File: src/rtl/vram_pkg.sv
// Shared constants and FSM encoding for the VRAM rectangle-fill engine.
package vram_pkg;

    localparam int H_RES  = 160;
    localparam int V_RES  = 120;
    localparam int ADDR_W = 15;
    localparam int DATA_W = 8;

    localparam logic [1:0] REG_ORIGIN  = 2'd0;
    localparam logic [1:0] REG_SIZE    = 2'd1;
    localparam logic [1:0] REG_COLOUR  = 2'd2;
    localparam logic [1:0] REG_CONTROL = 2'd3;

    typedef enum logic [1:0] {
        ST_IDLE  = 2'd0,
        ST_SETUP = 2'd1,
        ST_RUN   = 2'd2,
        ST_DONE  = 2'd3
    } fill_state_t;

endpackage

File: src/rtl/vram_port_arbiter.sv
// VRAM port A mux: a CPU write always wins and stalls the engine for that cycle.
module vram_port_arbiter #(
    parameter int ADDR_W = 15,
    parameter int DATA_W = 8
) (
    input  logic              cpu_we,
    input  logic [ADDR_W-1:0] cpu_addr,
    input  logic [DATA_W-1:0] cpu_data,
    input  logic              eng_we,
    input  logic [ADDR_W-1:0] eng_addr,
    input  logic [DATA_W-1:0] eng_data,
    output logic              vram_we,
    output logic [ADDR_W-1:0] vram_addr,
    output logic [DATA_W-1:0] vram_data,
    output logic              stall
);

    always_comb begin
        stall     = cpu_we & eng_we;
        vram_we   = eng_we;
        vram_addr = eng_addr;
        vram_data = eng_data;
        if (cpu_we) begin
            vram_we   = 1'b1;
            vram_addr = cpu_addr;
            vram_data = cpu_data;
        end
    end

endmodule

File: src/rtl/vram_fill_engine.sv
// Rectangle-fill engine: writes one clipped pixel per cycle into VRAM port A,
// sharing the port with the CPU write path.
module vram_fill_engine #(
    parameter int H_RES  = vram_pkg::H_RES,
    parameter int V_RES  = vram_pkg::V_RES,
    parameter int ADDR_W = vram_pkg::ADDR_W,
    parameter int DATA_W = vram_pkg::DATA_W
) (
    input  logic              clk,
    input  logic              rst,
    input  logic              reg_we,
    input  logic [1:0]        reg_addr,
    input  logic [31:0]       reg_wdata,
    output logic [31:0]       status,
    output logic              done_pulse,
    input  logic              cpu_vram_we,
    input  logic [ADDR_W-1:0] cpu_vram_addr,
    input  logic [DATA_W-1:0] cpu_vram_data,
    output logic              vram_we,
    output logic [ADDR_W-1:0] vram_addr,
    output logic [DATA_W-1:0] vram_data
);
    import vram_pkg::*;

    localparam logic [7:0]        H_RES_8    = 8'(H_RES);
    localparam logic [7:0]        V_RES_8    = 8'(V_RES);
    localparam logic [ADDR_W-1:0] ROW_STRIDE = ADDR_W'(H_RES);

    // Clip a requested span to the room left before the frame edge.
    function automatic logic [7:0] clip_span(input logic [7:0] req, input logic [7:0] room);
        return (req < room) ? req : room;
    endfunction

    fill_state_t state;

    logic [7:0]        org_x, size_w, colour_reg;
    logic [6:0]        org_y, size_h;
    logic [7:0]        lat_x, lat_w, lat_colour;
    logic [6:0]        lat_y, lat_h;
    logic [7:0]        clip_w, clip_h, col, row;
    logic [ADDR_W-1:0] row_base;
    logic              done_flag, error_flag;

    logic              eng_we_p1;
    logic [ADDR_W-1:0] eng_addr_p1;
    logic [DATA_W-1:0] eng_data_p1;
    logic              stall;

    logic              ctrl_wr, start, abort;
    logic [7:0]        room_x, room_y, w_clip, h_clip;
    logic [ADDR_W-1:0] y_ext, setup_base, first_addr;
    logic              out_of_frame;
    logic              unused_wdata;

    assign ctrl_wr = reg_we && (reg_addr == REG_CONTROL);
    assign start   = ctrl_wr && reg_wdata[0];
    assign abort   = ctrl_wr && reg_wdata[1];

    assign unused_wdata = ^{reg_wdata[31:23], reg_wdata[15:8]};

    // Setup-cycle clipping and row base; y*160 built from shifts.
    always_comb begin
        room_x       = H_RES_8 - lat_x;
        room_y       = V_RES_8 - {1'b0, lat_y};
        w_clip       = clip_span(lat_w, room_x);
        h_clip       = clip_span({1'b0, lat_h}, room_y);
        out_of_frame = (lat_x >= H_RES_8) || ({1'b0, lat_y} >= V_RES_8);
        y_ext        = ADDR_W'(lat_y);
        setup_base   = (y_ext << 7) + (y_ext << 5);
        first_addr   = setup_base + ADDR_W'(lat_x);
    end

    assign status = {29'b0, error_flag, done_flag, (state != ST_IDLE)};

    always_ff @(posedge clk) begin
        if (rst) begin
            state       <= ST_IDLE;
            org_x       <= '0;
            org_y       <= '0;
            size_w      <= '0;
            size_h      <= '0;
            colour_reg  <= '0;
            lat_x       <= '0;
            lat_y       <= '0;
            lat_w       <= '0;
            lat_h       <= '0;
            lat_colour  <= '0;
            clip_w      <= '0;
            clip_h      <= '0;
            col         <= '0;
            row         <= '0;
            row_base    <= '0;
            done_flag   <= 1'b0;
            error_flag  <= 1'b0;
            done_pulse  <= 1'b0;
            eng_we_p1   <= 1'b0;
            eng_addr_p1 <= '0;
            eng_data_p1 <= '0;
        end else begin
            done_pulse <= 1'b0;

            if (reg_we) begin
                case (reg_addr)
                    REG_ORIGIN: begin
                        org_x <= reg_wdata[7:0];
                        org_y <= reg_wdata[22:16];
                    end
                    REG_SIZE: begin
                        size_w <= reg_wdata[7:0];
                        size_h <= reg_wdata[22:16];
                    end
                    REG_COLOUR: colour_reg <= reg_wdata[7:0];
                    default: ;
                endcase
            end

            case (state)
                ST_IDLE: begin
                    if (start && !abort) begin
                        lat_x      <= org_x;
                        lat_y      <= org_y;
                        lat_w      <= size_w;
                        lat_h      <= size_h;
                        lat_colour <= colour_reg;
                        done_flag  <= 1'b0;
                        error_flag <= 1'b0;
                        state      <= ST_SETUP;
                    end
                end

                ST_SETUP: begin
                    if (abort) begin
                        state <= ST_IDLE;
                    end else if (out_of_frame) begin
                        error_flag <= 1'b1;
                        state      <= ST_IDLE;
                    end else if (w_clip == 8'd0 || h_clip == 8'd0) begin
                        done_flag  <= 1'b1;
                        done_pulse <= 1'b1;
                        state      <= ST_DONE;
                    end else begin
                        clip_w      <= w_clip;
                        clip_h      <= h_clip;
                        col         <= '0;
                        row         <= '0;
                        row_base    <= setup_base;
                        eng_we_p1   <= 1'b1;
                        eng_addr_p1 <= first_addr;
                        eng_data_p1 <= lat_colour;
                        state       <= ST_RUN;
                    end
                end

                // The pixel in eng_*_p1 is consumed on every non-stalled cycle.
                ST_RUN: begin
                    if (abort) begin
                        eng_we_p1 <= 1'b0;
                        state     <= ST_IDLE;
                    end else if (!stall) begin
                        if (col == clip_w - 8'd1) begin
                            if (row == clip_h - 8'd1) begin
                                eng_we_p1  <= 1'b0;
                                done_flag  <= 1'b1;
                                done_pulse <= 1'b1;
                                state      <= ST_DONE;
                            end else begin
                                col         <= '0;
                                row         <= row + 8'd1;
                                row_base    <= row_base + ROW_STRIDE;
                                eng_addr_p1 <= row_base + ROW_STRIDE + ADDR_W'(lat_x);
                            end
                        end else begin
                            col         <= col + 8'd1;
                            eng_addr_p1 <= eng_addr_p1 + ADDR_W'(1);
                        end
                    end
                end

                ST_DONE: state <= ST_IDLE;

                default: state <= ST_IDLE;
            endcase
        end
    end

    vram_port_arbiter #(
        .ADDR_W(ADDR_W),
        .DATA_W(DATA_W)
    ) u_arbiter (
        .cpu_we    (cpu_vram_we),
        .cpu_addr  (cpu_vram_addr),
        .cpu_data  (cpu_vram_data),
        .eng_we    (eng_we_p1),
        .eng_addr  (eng_addr_p1),
        .eng_data  (eng_data_p1),
        .vram_we   (vram_we),
        .vram_addr (vram_addr),
        .vram_data (vram_data),
        .stall     (stall)
    );

endmodule

File: config.mk
export PLATFORM = sky130hd
export DESIGN_NAME = vram_fill_engine
export DESIGN_NICKNAME = d
export VERILOG_FILES = /design/src/rtl/vram_pkg.sv /design/src/rtl/vram_port_arbiter.sv /design/src/rtl/vram_fill_engine.sv
export SDC_FILE = /design/constraint.sdc
export NUM_CORES = 1
export LEC_CHECK = 0
export CORE_MARGIN = 2
export CORE_UTILIZATION = 56
export DETAILED_ROUTE_END_ITERATION = 10
export PLACE_DENSITY_LB_ADDON = 0.12
export SETUP_SLACK_MARGIN = 0.5
export SKIP_CTS_REPAIR_TIMING = 1
export SYNTH_ARGS = -nofsm -noshare
export SYNTH_HDL_FRONTEND = slang
export SYNTH_HIERARCHICAL = 1
export SYNTH_SLANG_ARGS = --single-unit
File: constraint.sdc
create_clock -name clk -period 4.9 [get_ports clk]
set_input_delay 1.47 -clock clk [delete_from_list [all_inputs] [get_ports clk]]
set_output_delay 1.47 -clock clk [all_outputs]
set_load 0.01 [all_outputs]
Word level (Yosys, flattened, before mapping)
Cells that the tools add are included.
W data, S select, Z words.
Cells by class
  bitwise operators: 4
  reductions and logical operators: 26
  magnitude comparators: 4
  multiplexer cells: 71
  $add $sub $neg: 11
  equality and inequality tests: 23
Operators by type and width (count)
  $mux W15: 15
  $mux W8: 14
  $pmux W15 S2: 2
  $pmux W8 S2: 2
  $add A15 B8 Y15: 2
  $mux W1: 26
  $ne A2 B2 Y1 const B: 11
  $add A8 B1 Y8 const B: 2
  $eq A8 B8 Y1: 2
  $logic_not A8 Y1: 2
  $sub A8 B1 Y8 const B: 2
  $add A14 B12 Y15: 1
  $add A15 B1 Y15 const B: 1
  $add A15 B8 Y15 const B: 1
  $mux W2: 7
  $reduce_and A7 Y1: 2
  $ne A3 B3 Y1 const B: 4
  $reduce_and A4 Y1: 3
  $reduce_and A9 Y1: 1
  $eq A2 B2 Y1 const B: 4
  $ge A8 B8 Y1 const B: 1
  $lt A7 B8 Y1: 1
  $lt A8 B8 Y1: 1
  $pmux W2 S4: 1
  16 further kinds: 31
Word-level totals
  logic and storage cells: 161
  flip-flop bits (word level): 152
  input bits: 61

Longest topological paths before layout
Gate-level depths: netlist of run 1.
  word-level depth: 9
  mapped depth: 16

Hierarchy
The synthesis of run 1 kept the hierarchy.
By module, submodules not included
  vram_fill_engine: sequential area each 2942.8 sq um, area an instance 8429.3 sq um, cells an instance 1098, instances 1
  vram_port_arbiter: sequential area each 0.0 sq um, area an instance 390.4 sq um, cells an instance 28, instances 1

Worst setup path after synthesis of run 1
Ideal clock, no wire load.
  path kind: input to output
  from: input port cpu_vram_we
  to: output port vram_we
  slack: 1.387 ns
  buffers on the path: 2
  data arrival time: 2.043 ns
  cell stages on the path: 3
  data required time: 3.430 ns
  path through: buf_6 buf_12 or2_2
Between the ends
  word-level cells in the longest chain between the ends: 1
Ends and longest elaborated chain
  start, declared: RTL line vram_fill_engine.sv:16  | input logic cpu_vram_we,
  $mux W1: RTL line vram_port_arbiter.sv:23  | if (cpu_we) begin
  end, declared: RTL line vram_fill_engine.sv:19  | output logic vram_we,
No other way between the ends.

Worst setup path in the final report of run 1
  from: input port cpu_vram_we
  to: output port vram_addr[12]
Between the ends
  word-level cells in the longest chain between the ends: 1
Ends and longest elaborated chain
  $mux W15: RTL line vram_port_arbiter.sv:23
  end, declared: RTL line vram_fill_engine.sv:20  | output logic [ADDR_W-1:0] vram_addr,
No other way between the ends.

==> results.md, run 1 <==
- Status: finished, final reports clean
- Area growth syn-to-layout: 14.5%
- Clock power frac: 0.446
- Pre-antenna DRT Iters: 5
- Vias per cell: 5.56
- Setup TNS: 0 ns
- CTS max path bufs: 2
- Clock Latency Late Sink: 0.43 ns
- Port Buffers: 71
- HPWL after DPL: 14500 um
- Die Y: 129 um
- Die Area: 0.0168 sq mm
- I/O pins: 118
- Worst relative slew slack: 0.254
- WP data required: 3.43 ns
- Initial antenna violation count: 0
- Core area: 0.0153 sq mm
- Psw: 844 uW
- Post-Syn Instances: 1126
- Commonest non-fill, non-tap cells in the layout: nand2_1 (184), dfxtp_1 (147), a21oi_1 (134)
- Comb power frac: 0.128
- RSZ-0062 raised after global routing: false
- Vias: 7726
- Setup crit end: vram_addr[12]
- DRT iter0 DRCs: 601
- Final instance area: 0.0101 sq mm
- Power per cell area: 287 mW/mm^2
- Setup crit end kind: output port
- First-pass GRT wire length: 35200 um
- Synth Cell Area: 0.00882 sq mm
- RD Place Congestion: 0.925
- CP max stage cell: clkdlybuf4s50_1
- Skew final: 0.00890 ns
- Cell-internal power: 2.06 mW
- Worst Setup Start Kind: input port
- Reg2reg start: lat_y[0]
- Slew Viols, Final: 0
- P_leak: 3.82 nW
- Distinct cells, synth: 79
- DRC violations left: 0
- Synth Flop Type: dfxtp_1
- Number of flip-flops in the largest register: 15
- Crit path cell chain: buf_2 -> buf_12 -> mux2_2 -> clkdlybuf4s50_1
- DRT antenna net count: 0
- Max Cap Viol: 0
- FFs w/ async S/R, synth: 0
- Cell area after placement: 0.00951 sq mm
- Critical path arrival: 2.87 ns
- Fmax: 230 MHz
- Routed WL per cell: 15.1 um
- Total CTS buffers: 17
- CTS tree: yes
- DP Cell Count: 1357
- Clock sinks: 147
- R2r worst-path depth: 13
- Mean area per synthesized cell: 7.83 sq um
- Final Non-Filler Cells: 1389
- Std cell rows: 45
- Worst setup path start: cpu_vram_we
- Share of layout cells above drive strength 1: 0.0772
- Max stage delay on crit path: 0.47 ns
- Period minus WS final: 4.34 ns
- Initial Util: 0.576
- CTS H-Tree Depth: 4
- Die W: 129 um
- Final wirelength: 20900 um
- FF-to-FF setup slack: 0.95 ns
- Fin util: 0.659
- Hold WC Path Type: flop to flop
- Tcrit/Tclk final: 0.885
- Worst slew pin tran: 1.11 ns
- GR Util All Layers: 0.260
- Reg clk slew, reported paths: 0.07 ns
- Largest net degree at the start of global routing: 54
- Fin. Hold Viols: 0
- Total congestion overflow: 0
- Critical path class: input port to output port
- Largest registers: eng_addr_p1 x15, row_base x10
- Diodes inserted: 0
- Vias in the first global route: 7058
- Sequential area share after synthesis: 0.334
- Crit Path Max Fanout: 16
- Commonest non-fill, non-tap cell in the layout: nand2_1
- FF+latch count, synth: 147
- Final hold slack: 0.453 ns
- Switching share of power: 0.291
- Fin nets: 1264
- Final setup vio count: 0
- Sequential fraction of design power: 0.427
- Clk Tree Root Cell: clkbuf_16
- Largest Register: eng_addr_p1
- Post-synth EDFFs: 0
- YS warnings: 6
- R2r endpoint: row[4]
- Worst vdd ir: 0.255 mV
## worst max-delay path: cells and delay by family
kind	cells	cell delay [ns]
mux	1	0.35
buf+inv	3	1.04
## logic make-up (layout without fill, tap and decap cells)
family / Yosys count / in the layout / synth area share
flip-flops: 147 / 147 / 0.334
AND/OR/NAND/NOR: 444 / 444 / 0.233
other: 1 / 29 / 0.000425
buffers and inverters: 127 / 151 / 0.0731
adder cells (fa/ha/maj): 38 / 38 / 0.0556
multiplexers: 48 / 48 / 0.0654
AO/OA/AOI/OAI: 263 / 263 / 0.182
XOR/XNOR: 58 / 58 / 0.0576
## metrics by stage
step	power [mW]	setup WS (ns)
floorplan	1.52	1.39
global placement	1.63	0.588
detailed placement	1.63	0.556
CTS	2.91	0.549
global route	3.01	0.526
finish	2.90	0.561
## per-layer routing
metal	vias up	routed length, um	GRT usage
li1	3957	-	-
met1	3574	10300	0.366
met2	177	9450	0.407
met3	18	898	0.0479
met4	0	337	0.0803
met5	-	0	0
## worst min path at each step
| stage | from | endpoint | slack (ns) | cells after the start |
|---|---|---|---|---|
| after floorplan | colour_reg[0] | lat_colour[0] | 0.43 | 2 |
| after global placement | size_h[2] | lat_h[2] | 0.44 | 2 |
| after detailed placement | org_x[3] | lat_x[3] | 0.45 | 2 |
| after CTS | colour_reg[7] | lat_colour[7] | 0.46 | 2 |
| after global routing | org_y[2] | lat_y[2] | 0.47 | 2 |
| final | size_h[1] | lat_h[1] | 0.45 | 2 |
## power by group through the flow
stage	clock (mW)	combinational, mW	sequential (mW)
4_1_cts	1.30	0.367	1.24
2_1_floorplan	0	0.256	1.26
6_report	1.29	0.371	1.24
5_1_grt	1.36	0.408	1.24
3_3_place_gp	0	0.363	1.26
3_5_place_dp	0	0.365	1.27
## cell type report
type,instances,area [sq um]
Fill cell,1393,5220
Timing Repair Buffer,87,836
Sequential cell,147,2940
Tap cell,211,264
Inverter,32,120
Clock buffer,17,425
Clock inverter,15,158
Multi-Input combinational cell,880,5350
## Yosys cell counts, types with 3 or more instances
library cell | instances | area share
a211o_1 | 3 | 0.0030
a211oi_1 | 21 | 0.018
a21o_1 | 8 | 0.0068
a21oi_1 | 134 | 0.076
a31oi_1 | 5 | 0.0035
and2_1 | 4 | 0.0028
and3_1 | 13 | 0.0092
buf_1 | 3 | 0.0013
buf_2 | 9 | 0.0051
buf_4 | 31 | 0.026
clkbuf_1 | 49 | 0.021
dfxtp_1 | 147 | 0.33
ha_1 | 36 | 0.051
inv_1 | 31 | 0.013
mux2_2 | 5 | 0.0064
mux2_4 | 18 | 0.031
mux2i_1 | 25 | 0.028
nand2_1 | 184 | 0.078
nand2b_1 | 23 | 0.016
nand3_1 | 29 | 0.016
nand3b_1 | 5 | 0.0043
nand4_1 | 12 | 0.0085
nand4b_1 | 4 | 0.0040
nor2_1 | 105 | 0.045
nor2b_1 | 5 | 0.0035
nor3_1 | 25 | 0.014
nor3b_1 | 9 | 0.0077
nor4_1 | 7 | 0.0050
o2111ai_1 | 3 | 0.0030
o211ai_1 | 5 | 0.0043
o21ai_0 | 37 | 0.021
o31ai_1 | 9 | 0.0077
o32ai_1 | 5 | 0.0050
or2_2 | 4 | 0.0028
or3_1 | 3 | 0.0021
xnor2_1 | 33 | 0.033
xor2_1 | 25 | 0.025
No activity file was read; power rests on OpenSTA's default activity.
==> inputs of run 2 (changes only) <==
- HOLD_SLACK_MARGIN: not set -> 0.12
- SKIP_LAST_GASP: not set -> 1
- SYNTH_HIERARCHICAL: 1 -> not set
==> run 2 against run 1 <==
First-iteration DRC count is 0.33% higher. Wire length up 8.3%. Via count increased by 4.9%. Largest power group unchanged.
==> results.md, run 2 <==
- YS warnings: 0 (-6)
- Max stage delay on crit path: 0.48 ns (about the same)
- Status: finished, final reports clean
- Routed WL per cell: 16.2 um (+7.4%)
- First-pass GRT wire length: 36000 um (+2.4%)
- Synth Flop Type: dfxtp_1
- R2r endpoint: eng_we_p1
- Power per cell area: 284 mW/mm^2 (-1.1%)
- DRC violations left: 0 (unchanged)
- Reg clk slew, reported paths: 0.07 ns (about the same)
- Most frequent cell after synthesis: nand2_1
- Number of flip-flops in the largest register: 15 (unchanged)
- Share of the synthesized area in the top cell type: 0.328 (-0.00613)
- Skew final: 0.00717 ns (-0.00172 ns)
- WP data required: 3.43 ns (about the same)
- Die Y: 131 um (+0.90%)
- Fin. Hold Viols: 0 (unchanged)
- RSZ-0062 raised after global routing: false
- Synth cell count leaders: nand2_1 (190), dfxtp_1 (147), a21oi_1 (113), nor2_1 (80), clkbuf_1 (50)
- Cell family with most CP delay: buffers and inverters
- Post-Syn Instances: 1125 (-0.089%)
- Worst slew pin tran: 1.02 ns (-0.0958 ns)
- Commonest non-fill, non-tap cell in the layout: nand2_1
- CTS max path bufs: 2 (unchanged)
- Initial Util: 0.570 (-0.00616)
- Largest registers: eng_addr_p1 x15, row_base x10
- Diodes inserted: 0 (unchanged)
- Reg2reg start: lat_y[1]
- Die W: 131 um (+0.90%)
- Buf+Inv Stages, Crit Path: 3 (unchanged)
- Total CTS buffers: 17 (unchanged)
- Tcrit/Tclk final: 0.869 (-0.0167)
- FFs w/ async S/R, synth: 0 (unchanged)
- Crit path cell chain: dlymetal6s2s_1 -> clkbuf_16 -> mux2_2 -> clkdlybuf4s50_1
- Fmax: 235 MHz (+1.9%)
- Hold WC Path Type: flop to flop
- Setup TNS: 0 ns (unchanged)
- Max Cap Viol: 0 (unchanged)
- CP max stage cell: clkdlybuf4s50_1
- PnR Total Power: 2.94 mW (+1.3%)
- Final setup vio count: 0 (unchanged)
- I/O pins: 118 (unchanged)
- Area growth syn-to-layout: 15.1%
- Hold Crit Depth: 2 (unchanged)
- Post-synth EDFFs: 0 (unchanged)
- Distinct cells, synth: 80 (+1.3%)
- P_leak: 3.80 nW (-0.59%)
- Mean area per synthesized cell: 7.99 sq um (+2.0%)
- Total congestion overflow: 0 (unchanged)
- Final wirelength: 22700 um (+8.3%)
- DRT iter0 DRCs: 603 (+0.33%)
- Final instance area: 0.0103 sq mm (+2.4%)
- Fin nets: 1270 (+0.47%)
- Worst relative slew slack: 0.318 (+0.0641)
- GR Util All Layers: 0.264 (+0.00435)
- Largest net degree at the start of global routing: 83 (+54%)
- Port Buffers: 71 (unchanged)
- WP depth: 4 (unchanged)
- Worst Setup Start Kind: input port
- Sequential area share after synthesis: 0.328 (-0.00613)
- Setup crit end kind: output port
- FF+latch count, synth: 147 (unchanged)
- Fillers: 1446 (+3.8%)
- Cell area after placement: 0.00975 sq mm (+2.6%)
- CTS tree: yes
- Critical path class: input port to output port
- Commonest non-fill, non-tap cells in the layout: nand2_1 (190), dfxtp_1 (147), a21oi_1 (113)
- DP Cell Count: 1367 (+0.74%)
- Clock sinks: 147 (unchanged)
- Vias: 8102 (+4.9%)
- DRT antenna net count: 0 (unchanged)
- Share of layout cells above drive strength 1: 0.0895 (+0.0123)
- Initial antenna violation count: 0 (unchanged)
- Fin worst setup slack: 0.643 ns (+0.0818 ns)
- FF-to-FF setup slack: 0.80 ns (-0.15 ns)
- Synth Cell Area: 0.00898 sq mm (+1.9%)
- Core area: 0.0158 sq mm (+3.0%)
- RD Place Congestion: 0.896 (-3.1%)
- Worst hold start: colour_reg[2]
- Synth area leaders: dfxtp_1 (33%), nand2_1 (7.9%), a21oi_1 (6.3%)
- Pre-antenna DRT Iters: 8 (+3)
- Cell taking the most area after synthesis: dfxtp_1
- Clock Latency Late Sink: 0.43 ns (about the same)
- Die Area: 0.0171 sq mm (+1.8%)
- Final Non-Filler Cells: 1400 (+0.79%)
- HPWL after DPL: 15600 um (+8.0%)
- R2r worst-path depth: 15 (+2)
- Vias per cell: 5.79 (+4.0%)
- Worst vdd ir: 0.264 mV (+3.8%)
- Crit Path Max Fanout: 14 (-2)
- Largest Register: eng_addr_p1
- Slew Viols, Final: 0 (unchanged)
- Clk Tree Root Cell: clkbuf_16
- Final hold slack: 0.447 ns (-0.00604 ns)
- Fin util: 0.656 (-0.00381)
- Std cell rows: 46 (+2.2%)
- Critical path arrival: 2.79 ns (-0.08 ns)
- Period minus WS final: 4.26 ns (-0.0818 ns)
- CTS H-Tree Depth: 4 (unchanged)
- WHS Endpoint: lat_colour[2]
- Vias in the first global route: 7109 (+0.72%)
- DP Worst Slack: 0.386 ns (-0.169 ns)
run 2: kinds of logic after synthesis:
logic type      after synthesis  share of synthesized area
mux                          56                     0.0656
simple gates                422                      0.222
fa+ha+maj                    38                     0.0546
xor+xnor                     63                     0.0614
compound gates              275                      0.202
other cells                   1                   0.000417
flops                       147                      0.328
buf+inv                     123                     0.0671
run 2: power by group:
| part | switching (mW) | internal [mW] | leakage (nW) |
|---|---|---|---|
| combinational | 0.290 | 0.178 | 2.35 |
| clock | 0.562 | 0.679 | 0.268 |
| sequential | 0.0163 | 1.22 | 1.19 |
| total | 0.868 | 2.07 | 3.80 |
run 2: final cells by class:
| cell class | count | area, sq um | share of cell area |
|---|---|---|---|
| flip-flops and latches | 147 | 2940 | 0.285 |
| clock inverters | 13 | 116 | 0.0113 |
| inverters | 28 | 105 | 0.0102 |
| well taps | 216 | 270 | 0.0261 |
| multi-input cells | 883 | 5550 | 0.537 |
| clock buffers | 19 | 443 | 0.0428 |
| repair buffers | 94 | 913 | 0.0884 |
run 2: worst max-delay path by stage:
stage / start / endpoint / slack (ns)
2_1_floorplan: cpu_vram_we / vram_addr[10] / 0.89
6_report: cpu_vram_we / vram_addr[0] / 0.64
3_3_place_gp: cpu_vram_we / vram_data[5] / 0.41
3_5_place_dp: cpu_vram_we / vram_addr[5] / 0.39
5_1_grt: lat_x[4] / col[4] / 0.50
4_1_cts: cpu_vram_we / vram_addr[5] / 0.38
run 2: layer usage:
layer | vias up | track usage | share of wire
met3 | 28 | 0.0509 | 0.055
met2 | 229 | 0.418 | 0.46
met5 | - | 0 | 0
li1 | 4050 | - | -
met4 | 0 | 0.0663 | 0.013
met1 | 3795 | 0.374 | 0.48
run 2: worst min-delay path: stages, from the launching register on:
cell     delay, ns
dfxtp_1       0.31
nand2_1       0.05
a21oi_1       0.05
